File: src/rtl/lsu_ctrl.sv
// Load/store sequencer between the EX stage and the data memory port.
// Forms the effective address, runs one memory handshake per request, and reports writeback or fault.
module lsu_ctrl #(
    parameter int DATA_W  = 32,
    parameter int TIMEOUT = 16,
    parameter int TO_W    = 5
) (
    input  logic              clk,
    input  logic              rst_n,
    input  logic              ls_valid,
    input  logic              ls_is_store,
    input  logic [DATA_W-1:0] ls_base,
    input  logic [15:0]       ls_offset,
    input  logic [DATA_W-1:0] ls_store_data,
    input  logic [2:0]        ls_dest_reg,
    output logic              stall,
    output logic              wb_valid,
    output logic [2:0]        wb_reg,
    output logic [DATA_W-1:0] wb_data,
    output logic              fault,
    output logic [DATA_W-1:0] fault_addr,
    output logic [DATA_W-1:0] data_memory_a,
    output logic [DATA_W-1:0] data_memory_out_v,
    output logic              data_memory_read,
    output logic              data_memory_write,
    input  logic [DATA_W-1:0] data_memory_in_v,
    input  logic              data_memory_ready
);

    typedef enum logic [1:0] {
        S_IDLE   = 2'd0,
        S_ACCESS = 2'd1,
        S_DONE   = 2'd2,
        S_FAULT  = 2'd3
    } state_t;

    localparam logic [TO_W-1:0] L_TO_LAST = TO_W'(TIMEOUT - 1);

    // Effective address: base plus sign-extended 16-bit immediate, wrapping mod 2^DATA_W.
    function automatic logic [DATA_W-1:0] f_ea(input logic [DATA_W-1:0] base,
                                               input logic signed [15:0] off);
        logic signed [DATA_W-1:0] w_off;
        w_off = {{(DATA_W-16){off[15]}}, off};
        return base + w_off;
    endfunction

    state_t              r_state;
    state_t              w_next;
    logic                r_is_store;
    logic [2:0]          r_dest;
    logic [DATA_W-1:0]   r_sdata;
    logic [DATA_W-1:0]   r_addr;
    logic [TO_W-1:0]     r_cnt;
    logic [2:0]          r_wb_reg;
    logic [DATA_W-1:0]   r_wb_data;
    logic [DATA_W-1:0]   r_fault_addr;
    logic [DATA_W-1:0]   w_addr;
    logic                w_misalign;
    logic                w_load_done;

    assign w_addr      = f_ea(ls_base, ls_offset);
    assign w_misalign  = (w_addr[1:0] != 2'b00);
    assign w_load_done = (r_state == S_ACCESS) && data_memory_ready && !r_is_store;

    always_ff @(posedge clk or negedge rst_n) begin
        if (!rst_n) begin
            r_state <= S_IDLE;
        end else begin
            r_state <= w_next;
        end
    end

    always_comb begin
        w_next = r_state;
        case (r_state)
            S_IDLE: begin
                if (ls_valid) begin
                    w_next = w_misalign ? S_FAULT : S_ACCESS;
                end
            end
            S_ACCESS: begin
                // A ready arriving on the last allowed cycle still completes the access.
                if (data_memory_ready) begin
                    w_next = S_DONE;
                end else if (r_cnt == L_TO_LAST) begin
                    w_next = S_FAULT;
                end
            end
            S_DONE:  w_next = S_IDLE;
            S_FAULT: w_next = S_IDLE;
            default: w_next = S_IDLE;
        endcase
    end

    always_ff @(posedge clk or negedge rst_n) begin
        if (!rst_n) begin
            r_is_store   <= 1'b0;
            r_dest       <= '0;
            r_sdata      <= '0;
            r_addr       <= '0;
            r_cnt        <= '0;
            r_wb_reg     <= '0;
            r_wb_data    <= '0;
            r_fault_addr <= '0;
        end else begin
            if (r_state == S_IDLE && ls_valid) begin
                r_is_store <= ls_is_store;
                r_dest     <= ls_dest_reg;
                r_sdata    <= ls_store_data;
                r_addr     <= w_addr;
                r_cnt      <= '0;
                if (w_misalign) begin
                    r_fault_addr <= w_addr;
                end
            end
            if (r_state == S_ACCESS && !data_memory_ready) begin
                if (r_cnt == L_TO_LAST) begin
                    r_fault_addr <= r_addr;
                end else begin
                    r_cnt <= r_cnt + 1'b1;
                end
            end
            if (w_load_done) begin
                r_wb_reg  <= r_dest;
                r_wb_data <= data_memory_in_v;
            end
        end
    end

    // Strobes decode straight from state so an async reset drops them immediately.
    assign stall             = (r_state == S_ACCESS) || (r_state == S_IDLE && ls_valid);
    assign data_memory_read  = (r_state == S_ACCESS) && !r_is_store;
    assign data_memory_write = (r_state == S_ACCESS) && r_is_store;
    assign data_memory_a     = r_addr;
    assign data_memory_out_v = r_sdata;
    assign wb_valid          = (r_state == S_DONE) && !r_is_store;
    assign wb_reg            = r_wb_reg;
    assign wb_data           = r_wb_data;
    assign fault             = (r_state == S_FAULT);
    assign fault_addr        = r_fault_addr;

endmodule

File: config.mk
export PLATFORM = sky130hd
export DESIGN_NAME = lsu_ctrl
export DESIGN_NICKNAME = d
export VERILOG_FILES = /design/src/rtl/lsu_ctrl.sv
export SDC_FILE = /design/constraint.sdc
export NUM_CORES = 1
export LEC_CHECK = 0
export ABC_AREA = 1
export ABC_CLOCK_PERIOD_IN_PS = 1900
export BUFFER_PORTS_ARGS = -buffer_cell sky130_fd_sc_hd__buf_4
export CAP_MARGIN = 10
export CORE_UTILIZATION = 53
export CTS_BUF_LIST = sky130_fd_sc_hd__clkbuf_2
export CTS_CLUSTER_DIAMETER = 30
export CTS_CLUSTER_SIZE = 40
export DETAILED_ROUTE_END_ITERATION = 8
export MAX_ROUTING_LAYER = met4
export PLACE_DENSITY = 0.84
export SYNTH_ARGS = -nofsm -noshare
export SYNTH_HDL_FRONTEND = slang
export SYNTH_SLANG_ARGS = --single-unit
File: constraint.sdc
create_clock -name clk -period 1.9 [get_ports clk]
set_input_delay 0.475 -clock clk [delete_from_list [all_inputs] [get_ports clk]]
set_output_delay 0.475 -clock clk [all_outputs]
set_load 0.01 [all_outputs]
==> results of run 1 <==
==> repair_timing <==
item,in CTS,in global routing
resized for setup,3,30
cloned,0,0
endpoints found under the setup margin,5,45
pin swaps,2,2
hold buffers,69,0
hold endpoints to repair,111,0
setup buffers,5,11
==> Yosys cell counts <==
| cell type | count | area share, % |
|---|---|---|
| inv_1 | 147 | 6.8 |
| o21bai_1 | 3 | 0.28 |
| fa_1 | 1 | 0.25 |
| nor2_4 | 3 | 0.42 |
| nor2_2 | 2 | 0.15 |
| buf_1 | 7 | 0.32 |
| inv_2 | 6 | 0.28 |
| a221oi_1 | 1 | 0.11 |
| buf_2 | 11 | 0.68 |
| nand3_1 | 59 | 3.6 |
| buf_6 | 3 | 0.42 |
| a21oi_1 | 35 | 2.2 |
| o21ai_0 | 30 | 1.8 |
| dfrtp_1 | 142 | 44 |
| o31ai_1 | 1 | 0.092 |
| nand3b_1 | 1 | 0.092 |
| a22oi_1 | 1 | 0.092 |
| nand2_1 | 448 | 21 |
| ha_1 | 32 | 4.9 |
| a21boi_0 | 1 | 0.092 |
| o22ai_1 | 1 | 0.077 |
| buf_4 | 1 | 0.092 |
| nor2_1 | 66 | 3.1 |
| or2_1 | 2 | 0.15 |
| or2_2 | 1 | 0.077 |
| xnor2_1 | 2 | 0.22 |
| clkbuf_1 | 8 | 0.37 |
| nor4_1 | 1 | 0.077 |
| nand4_1 | 2 | 0.15 |
| xor2_1 | 14 | 1.5 |
| nor3_1 | 8 | 0.49 |
| nor2_8 | 2 | 0.49 |
| mux2_2 | 37 | 5.1 |
| nand2_2 | 2 | 0.15 |
| a31oi_1 | 11 | 0.85 |
==> worst paths after layout <==
check                                                         to                        startpoint
worst max-delay path                                       stall            r_state[0]$_DFFE_PN0P_
worst min-delay path                          r_cnt[4]$_DFF_PN0_                 data_memory_ready
worst max register to register           fault_addr[7]$_DFF_PN0_            r_state[0]$_DFFE_PN0P_
worst min register to register  data_memory_out_v[6]$_DFFE_PN0P_  data_memory_out_v[6]$_DFFE_PN0P_
max in group asynchronous          data_memory_a[28]$_DFFE_PN0P_                             rst_n
min in group asynchronous                 wb_data[3]$_DFFE_PN0P_                             rst_n
==> routing by layer <==
layer  vias up  routed length, µm
li1       4195                  -
met1      4348              11300
met2       789              15900
met3       320               4270
met4         0               3470
met5         -                  0
==> power groups by stage <==
stage,logic [µW],clock network [µW],registers (µW)
6_report,8490,2020,5860
5_1_grt,8940,2120,5910
3_3_place_gp,6870,0,5450
4_1_cts,7350,1860,5450
3_5_place_dp,7110,0,5490
2_1_floorplan,2900,0,5910
==> layout make-up <==
type	count	area, µm²	area share, %
multi-input cells	767	3870	32.2
inverters	153	574	4.79
flip-flops and latches	142	3560	29.7
repair buffers	415	3500	29.2
clock buffers	17	85.1	0.709
clock inverters	15	169	1.41
diodes	4	10.0	0.0835
well taps	184	230	1.92
==> cells by family (layout without fill, tap and decap cells) <==
group                      after synthesis  after routing  synth area share (%)
and+or+nand+nor                        597            597                  29.7
xor gates and xnor gates                16             16                  1.73
DFF                                    142            142                  43.8
AOI/OAI and AO/OA                       84             84                  5.59
adders and majority gates               33             33                  5.18
muxes                                   37             37                  5.13
buffers and inverters                  183            600                  8.95
other                                    0              4                     0
==> per-stage QoR <==
step	instance area [µm²]	util (%)	power, µW
4_1_cts	11800	80.0	14700
3_5_place_dp	10800	73.2	12600
3_3_place_gp	10800	73.2	12300
2_1_floorplan	8140	-	8800
5_1_grt	12000	81.3	17000
6_report	12000	81.3	16400
==> worst min-delay path: stages <==
cell and delay [ps]:
buf_4 110, nor2_4 60, nand2_1 70, a21boi_0 90
==> cells in the final DEF, fill, tap and decap left out, drive strengths merged <==
| cell type | netlist | final |
|---|---|---|
| clkinvlp | 0 | 2 |
| buf | 22 | 346 |
| or2 | 3 | 3 |
| a31oi | 11 | 11 |
| fa | 1 | 1 |
| nor3 | 8 | 8 |
| a21oi | 35 | 35 |
| a22oi | 1 | 1 |
| bufinv | 0 | 3 |
| nand3b | 1 | 1 |
| a221oi | 1 | 1 |
| dfrtp | 142 | 142 |
| mux2 | 37 | 37 |
| o31ai | 1 | 1 |
| inv | 153 | 156 |
| o21ai | 30 | 30 |
| nand3 | 59 | 59 |
| nor2 | 73 | 73 |
| clkbuf | 8 | 17 |
| o22ai | 1 | 1 |
| ha | 32 | 32 |
| nand4 | 2 | 2 |
| xor2 | 14 | 14 |
| nor4 | 1 | 1 |
| o21bai | 3 | 3 |
| dlygate4sd3 | 0 | 69 |
| a21boi | 1 | 1 |
| diode | 0 | 4 |
| clkinv | 0 | 7 |
| nand2 | 450 | 450 |
| xnor2 | 2 | 2 |
==> metrics.cfg, run 1 <==
[status]
outcome = complete, but fails checks
violations = setup timing

[critical_path]
arrival_ps = 1790
r2r_cells = 9
crit_path_end_kind = primary output
required_ps = 1420
cpLargestDelayFamily = flip-flops
crit_cells = 4
r2r_setup_slack_ps = -240
cp_num_buf_inv = 1
slowest_delay_ps = 490
crit_slowest_cell = dfrtp_1
startpoint_type = flop
crit_path_max_fanout = 3
crit_type = flop to primary output
crit_chain = nor2_1 > nand2_2 > nand2_1 > buf_6

[clock_tree]
htree_levels = 4
clk_latency_ps = 780
clkTransAtPathRegs_ps = 220
cts_root_buf = clkbuf_2
cts_tree = done
cts.sink_count = 142
cts_buffers = 17
cts_buffer_depth = 2

[synthesis]
synth_warnings = 0
syn-instance-count = 1092
synth_seq_cells = 142
ys_seq_area_share_pct = 43.8
syn-num-nets = 1245
syn_area_um2 = 8120
synthDistinctLibCells = 35
syn-mean-instance-area_um2 = 7.44

[place]
gp_congestion = 0.926
io_buffers = 255
place_hpwl_mm = 18.8
placement.setup.worst_slack_ps = -354
placed_cells = 1576

[layout]
nFillCells = 879
fin_nets = 1649
syn2layout_area_growth_pct = 47.7
drive_gt1_share_pct = 28.9
fin_cells = 1697

[run]
max_cap_violations = 0

[pwr]
vdd_drop_max_mv = 0.976
power_frac_seq_pct = 35.8
comb_power_share_pct = 51.9
p_switching_uw = 7280
p_per_area_nw_per_um2 = 1360
clock_power_share_pct = 12.3
swShare_pct = 44.5
p_int_uw = 9090
leakagePower_uw = 0.00678

[grt]
grt_use_met1_pct = 41.6
grt_use_met3_pct = 7.35
antenna_found_initial = 3
grtUsageTotal_pct = 39.2
grt_pass1_wl_mm = 46.1
gr-usage-met2_pct = 66.4
overflow = 0
grt_max_degree = 55
grt_pass1_vias = 8895
grt-busiest-layer = met2

[drt]
viasPerCell = 5.69
initialDrtViolationCount = 1276
drt-wirelength-per-cell_um = 20.6
ant_nets = 0
dr.pass1.iters = 8
drc = 0
num_vias = 9652
drt-total-wl_mm = 34.9

[timing]
fin_skew_ps = 96.1
max_freq_mhz = 441
worst_pin_slew_ps = 961
layout_min_cycle_time_ps = 2270
fin_ws_ps = -366
min_period_over_period_pct = 119
tns_ps = -3540
slew_headroom_pct = 35.7
finalSetupViolations = 41
hold_viol = 0
drv_slew = 0
rsz0062_at_grt = yes
holdWs_ps = 92.4

[die]
num_rows = 44
die_y_um = 126
ioPinCount = 256
fp.dieArea_um2 = 15800
core_area_um2 = 14800
die_x_um = 126
start_util_pct = 55.0

[min_path]
hold_path_class = input port to flop
whs_path_depth = 4

No activity file was read; power rests on OpenSTA's default activity.
==> inputs of run 2 (changes only) <==
- SETUP_SLACK_MARGIN: default -> 0.05
==> run 2 against run 1 <==
  * The flow now stops in global routing
  * Synthesized area stayed put
  * Synthesized cell count stayed put
==> metrics.cfg, run 2 <==
[status]
outcome = aborted with a tool error
stop_stage = global routing
stop_error = [ERROR GRT-0232] Routing congestion too high. Check the congestion heatmap in the GUI.

[synthesis]
syn-mean-instance-area_um2 = 7.44
synth_enable_flop_cells = 0
synth_top_area_cell = dfrtp_1
syn-num-nets = 1245
syn-instance-count = 1092
async_reset_ff_share_pct = 100
synth_warnings = 0
synthDistinctLibCells = 35
synth.area.top_cells = dfrtp_1, nand2_1, inv_1
ys_seq_area_share_pct = 43.8
syn_area_um2 = 8120
dominantRegCellSynth = dfrtp_1
synth_seq_cells = 142
synth_top_cell_area_share_pct = 43.8
yosysMostFrequentCell = nand2_1
ys_top_cells_by_count = nand2_1, inv_1, dfrtp_1, nor2_1, nand3_1

[die]
num_rows = 44
die_x_um = 126
start_util_pct = 55.0
die_y_um = 126
ioPinCount = 256

[timing]
worst_path_end_type = output port
postGrtWorstEndpoint = data_memory_read

[grt]
grtUsageTotal_pct = 75.1
grt_max_degree = 53
antenna_found_initial = 13
overflow = 1

[clock_tree]
htree_levels = 4
cts_buffer_depth = 2
cts_root_buf = clkbuf_2
cts_buffers = 17
cts.sink_count = 142

[place]
place_hpwl_mm = 18.9
dpl-instance-area_um2 = 10900
gp_congestion = 0.933
io_buffers = 255

run 2: cell counts after synthesis:
Identical to the previous run, type by type.
run 2: cells by family after synthesis:
logic type / after synthesis / synth area share, %
AND/OR/NAND/NOR: 597 / 29.7
buffers and inverters: 183 / 8.95
flip-flops: 142 / 43.8
AO/OA/AOI/OAI: 84 / 5.59
multiplexers: 37 / 5.13
adder cells (fa/ha/maj): 33 / 5.18
XOR/XNOR: 16 / 1.73
run 2: per-layer routing:
layer  GRT overflow  track usage [%]
met1              0             71.8
met3              0             64.8
met5              -                -
met4              0             71.0
met2              1             88.7
run 2: metrics by stage:
step	instances	hold WS, ps	TNS (ps)	utilization, %	worst slack [ps]
after floorplan	1092	179	-578	-	-49.4
after global placement	1583	420	-11530	73.7	-316
after detailed placement	1583	421	-14410	73.7	-371
after CTS	1681	0.641	-754	80.3	-180
run 2: repair_timing:
| action | CTS |
|---|---|
| setup endpoints to repair | 5 |
| pin swaps | 2 |
| hold endpoints to repair | 129 |
| resized for setup | 7 |
| hold buffers | 62 |
| setup buffers | 5 |
==> inputs of run 3 (changes only) <==
- CORE_UTILIZATION: 53 -> 40
- CTS_BUF_LIST: sky130_fd_sc_hd__clkbuf_2 -> default
- CTS_CLUSTER_DIAMETER: 30 -> default
- CTS_CLUSTER_SIZE: 40 -> default
- MAX_ROUTING_LAYER: met4 -> default
- PLACE_DENSITY: 0.84 -> default
- PLACE_DENSITY_LB_ADDON: default -> 0.15
- SETUP_SLACK_MARGIN: 0.05 -> default
==> run 3 against run 2 <==
  * The flow now finishes without violations
==> metrics.cfg, run 3 (synthesis gave the netlist of run 1 again) <==
[clock_tree]
cts_root_buf = clkbuf_16
cts_buffer_depth = 2
htree_levels = 4
clkTransAtPathRegs_ps = 60
cts_tree = done
clk_latency_ps = 420
cts.sink_count = 142
cts_buffers = 17

[drt]
viasPerCell = 4.71
num_vias = 8017
dr.pass1.iters = 5
topRoutingLayerUsed = met4
wl_met3_mm = 1.14
drt-wirelength-per-cell_um = 14.1
ant_nets = 0
drt-met1-wl_mm = 10.7
drt-total-wl_mm = 24.0
drc = 0
route.met2.wl_mm = 11.6
initialDrtViolationCount = 414

[layout]
syn2layout_area_growth_pct = 45.8
drive_gt1_share_pct = 32.8
final_common_cell = nand2_1
nFillCells = 1855
diodes = 0
final_util_pct = 60.2
final_area_um2 = 11800
fin_nets = 1580
final_cell_mix = nand2_1, buf_4, inv_1

[grt]
overflow = 0
grt_max_degree = 55
grt_pass1_vias = 7215
antenna_found_initial = 0
grtUsageTotal_pct = 22.9
grt_pass1_wl_mm = 36.4

[place]
place_hpwl_mm = 18.5
gp_congestion = 0.887
dpl-instance-area_um2 = 11000
placement.setup.worst_slack_ps = -362
io_buffers = 255

[critical_path]
slowest_delay_ps = 450
crit_type = flop to primary output
startpoint_type = flop
arrival_ps = 1320
required_ps = 1420
crit_slowest_cell = dfrtp_2
crit_chain = nor2_2 > inv_2 > nor2_2 > buf_4
crit_path_max_fanout = 6
cp_common_cell = nor2_2
crit_path_end_kind = primary output

[die]
fp.dieArea_um2 = 20900
start_util_pct = 41.3
num_rows = 51
die_y_um = 144
die_x_um = 144
ioPinCount = 256
core_area_um2 = 19700

[run]
max_cap_violations = 0

[pwr]
vdd_drop_max_mv = 0.772
p_per_area_nw_per_um2 = 1360
leakagePower_uw = 0.00664

[min_path]
hold_path_class = input port to flop

[timing]
holdWs_ps = 244
slew_headroom_pct = 73.5
hold_viol = 0
max_freq_mhz = 556
drv_slew = 0
worst_pin_slew_ps = 398
finalSetupViolations = 0
fin_skew_ps = 5.83
tns_ps = 0
fin_ws_ps = 102
layout_min_cycle_time_ps = 1800
min_period_over_period_pct = 94.6

[status]
outcome = completed

[run 3: per-layer routing]
layer	global-route usage, %	up-vias
met3	3.25	33
met2	37.2	206
met4	8.59	0
met1	30.9	3724
met5	0	-
li1	-	4054
[run 3: power by group]
group | internal, µW | switching [µW]
Combinational | 3560 | 3600
Clock | 2280 | 1210
Sequential | 4470 | 1020
Total | 10300 | 5840
[run 3: cell type report]
| type | instances | area [µm²] | share of cell area [%] |
|---|---|---|---|
| flip-flops and latches | 142 | 3550 | 30.0 |
| well taps | 265 | 332 | 2.80 |
| inverters | 153 | 574 | 4.85 |
| multi-input cells | 767 | 4050 | 34.2 |
| clock buffers | 23 | 478 | 4.04 |
| clock inverters | 7 | 135 | 1.14 |
| repair buffers | 346 | 2710 | 22.9 |
[run 3: final timing paths]
path                                        startpoint                                end  slack (ps)  cells past startpoint
max in group asynchronous                        rst_n  data_memory_out_v[26]$_DFFE_PN0P_         810                      3
worst min-delay path                 ls_store_data[22]  data_memory_out_v[22]$_DFFE_PN0P_         240                      3
min in group asynchronous                        rst_n       data_memory_a[9]$_DFFE_PN0P_         550                      2
worst max register to register      r_cnt[0]$_DFF_PN0_           fault_addr[15]$_DFF_PN0_         110                     10
worst min register to register   r_dest[1]$_DFFE_PN0P_              r_dest[1]$_DFFE_PN0P_         470                      2
worst max-delay path            r_state[1]$_DFFE_PN0P_                   data_memory_read         100                      4
[run 3: stage by stage]
stage               total power (µW)  std cells
finish                         16100       1703
global route                   17200       1703
CTS                            16200       1704
detailed placement             12600       1672
global placement               12500       1672
floorplan                       8800       1092
[run 3: timing repair]
action | CTS | global route
pin swaps | 1 | 1
gates resized for setup | 3 | 45
setup buffers | 1 | 0
endpoints found under the setup margin | 1 | 32
endpoints found under the hold margin | 35 | 0
hold buffers | 1 | 0
[run 3: critical path, delay by kind of cell, from the launching register on]
kind	cells	cell delay [ps]
buffers and inverters	2	210
flip-flops	1	450
AND/OR/NAND/NOR	2	240
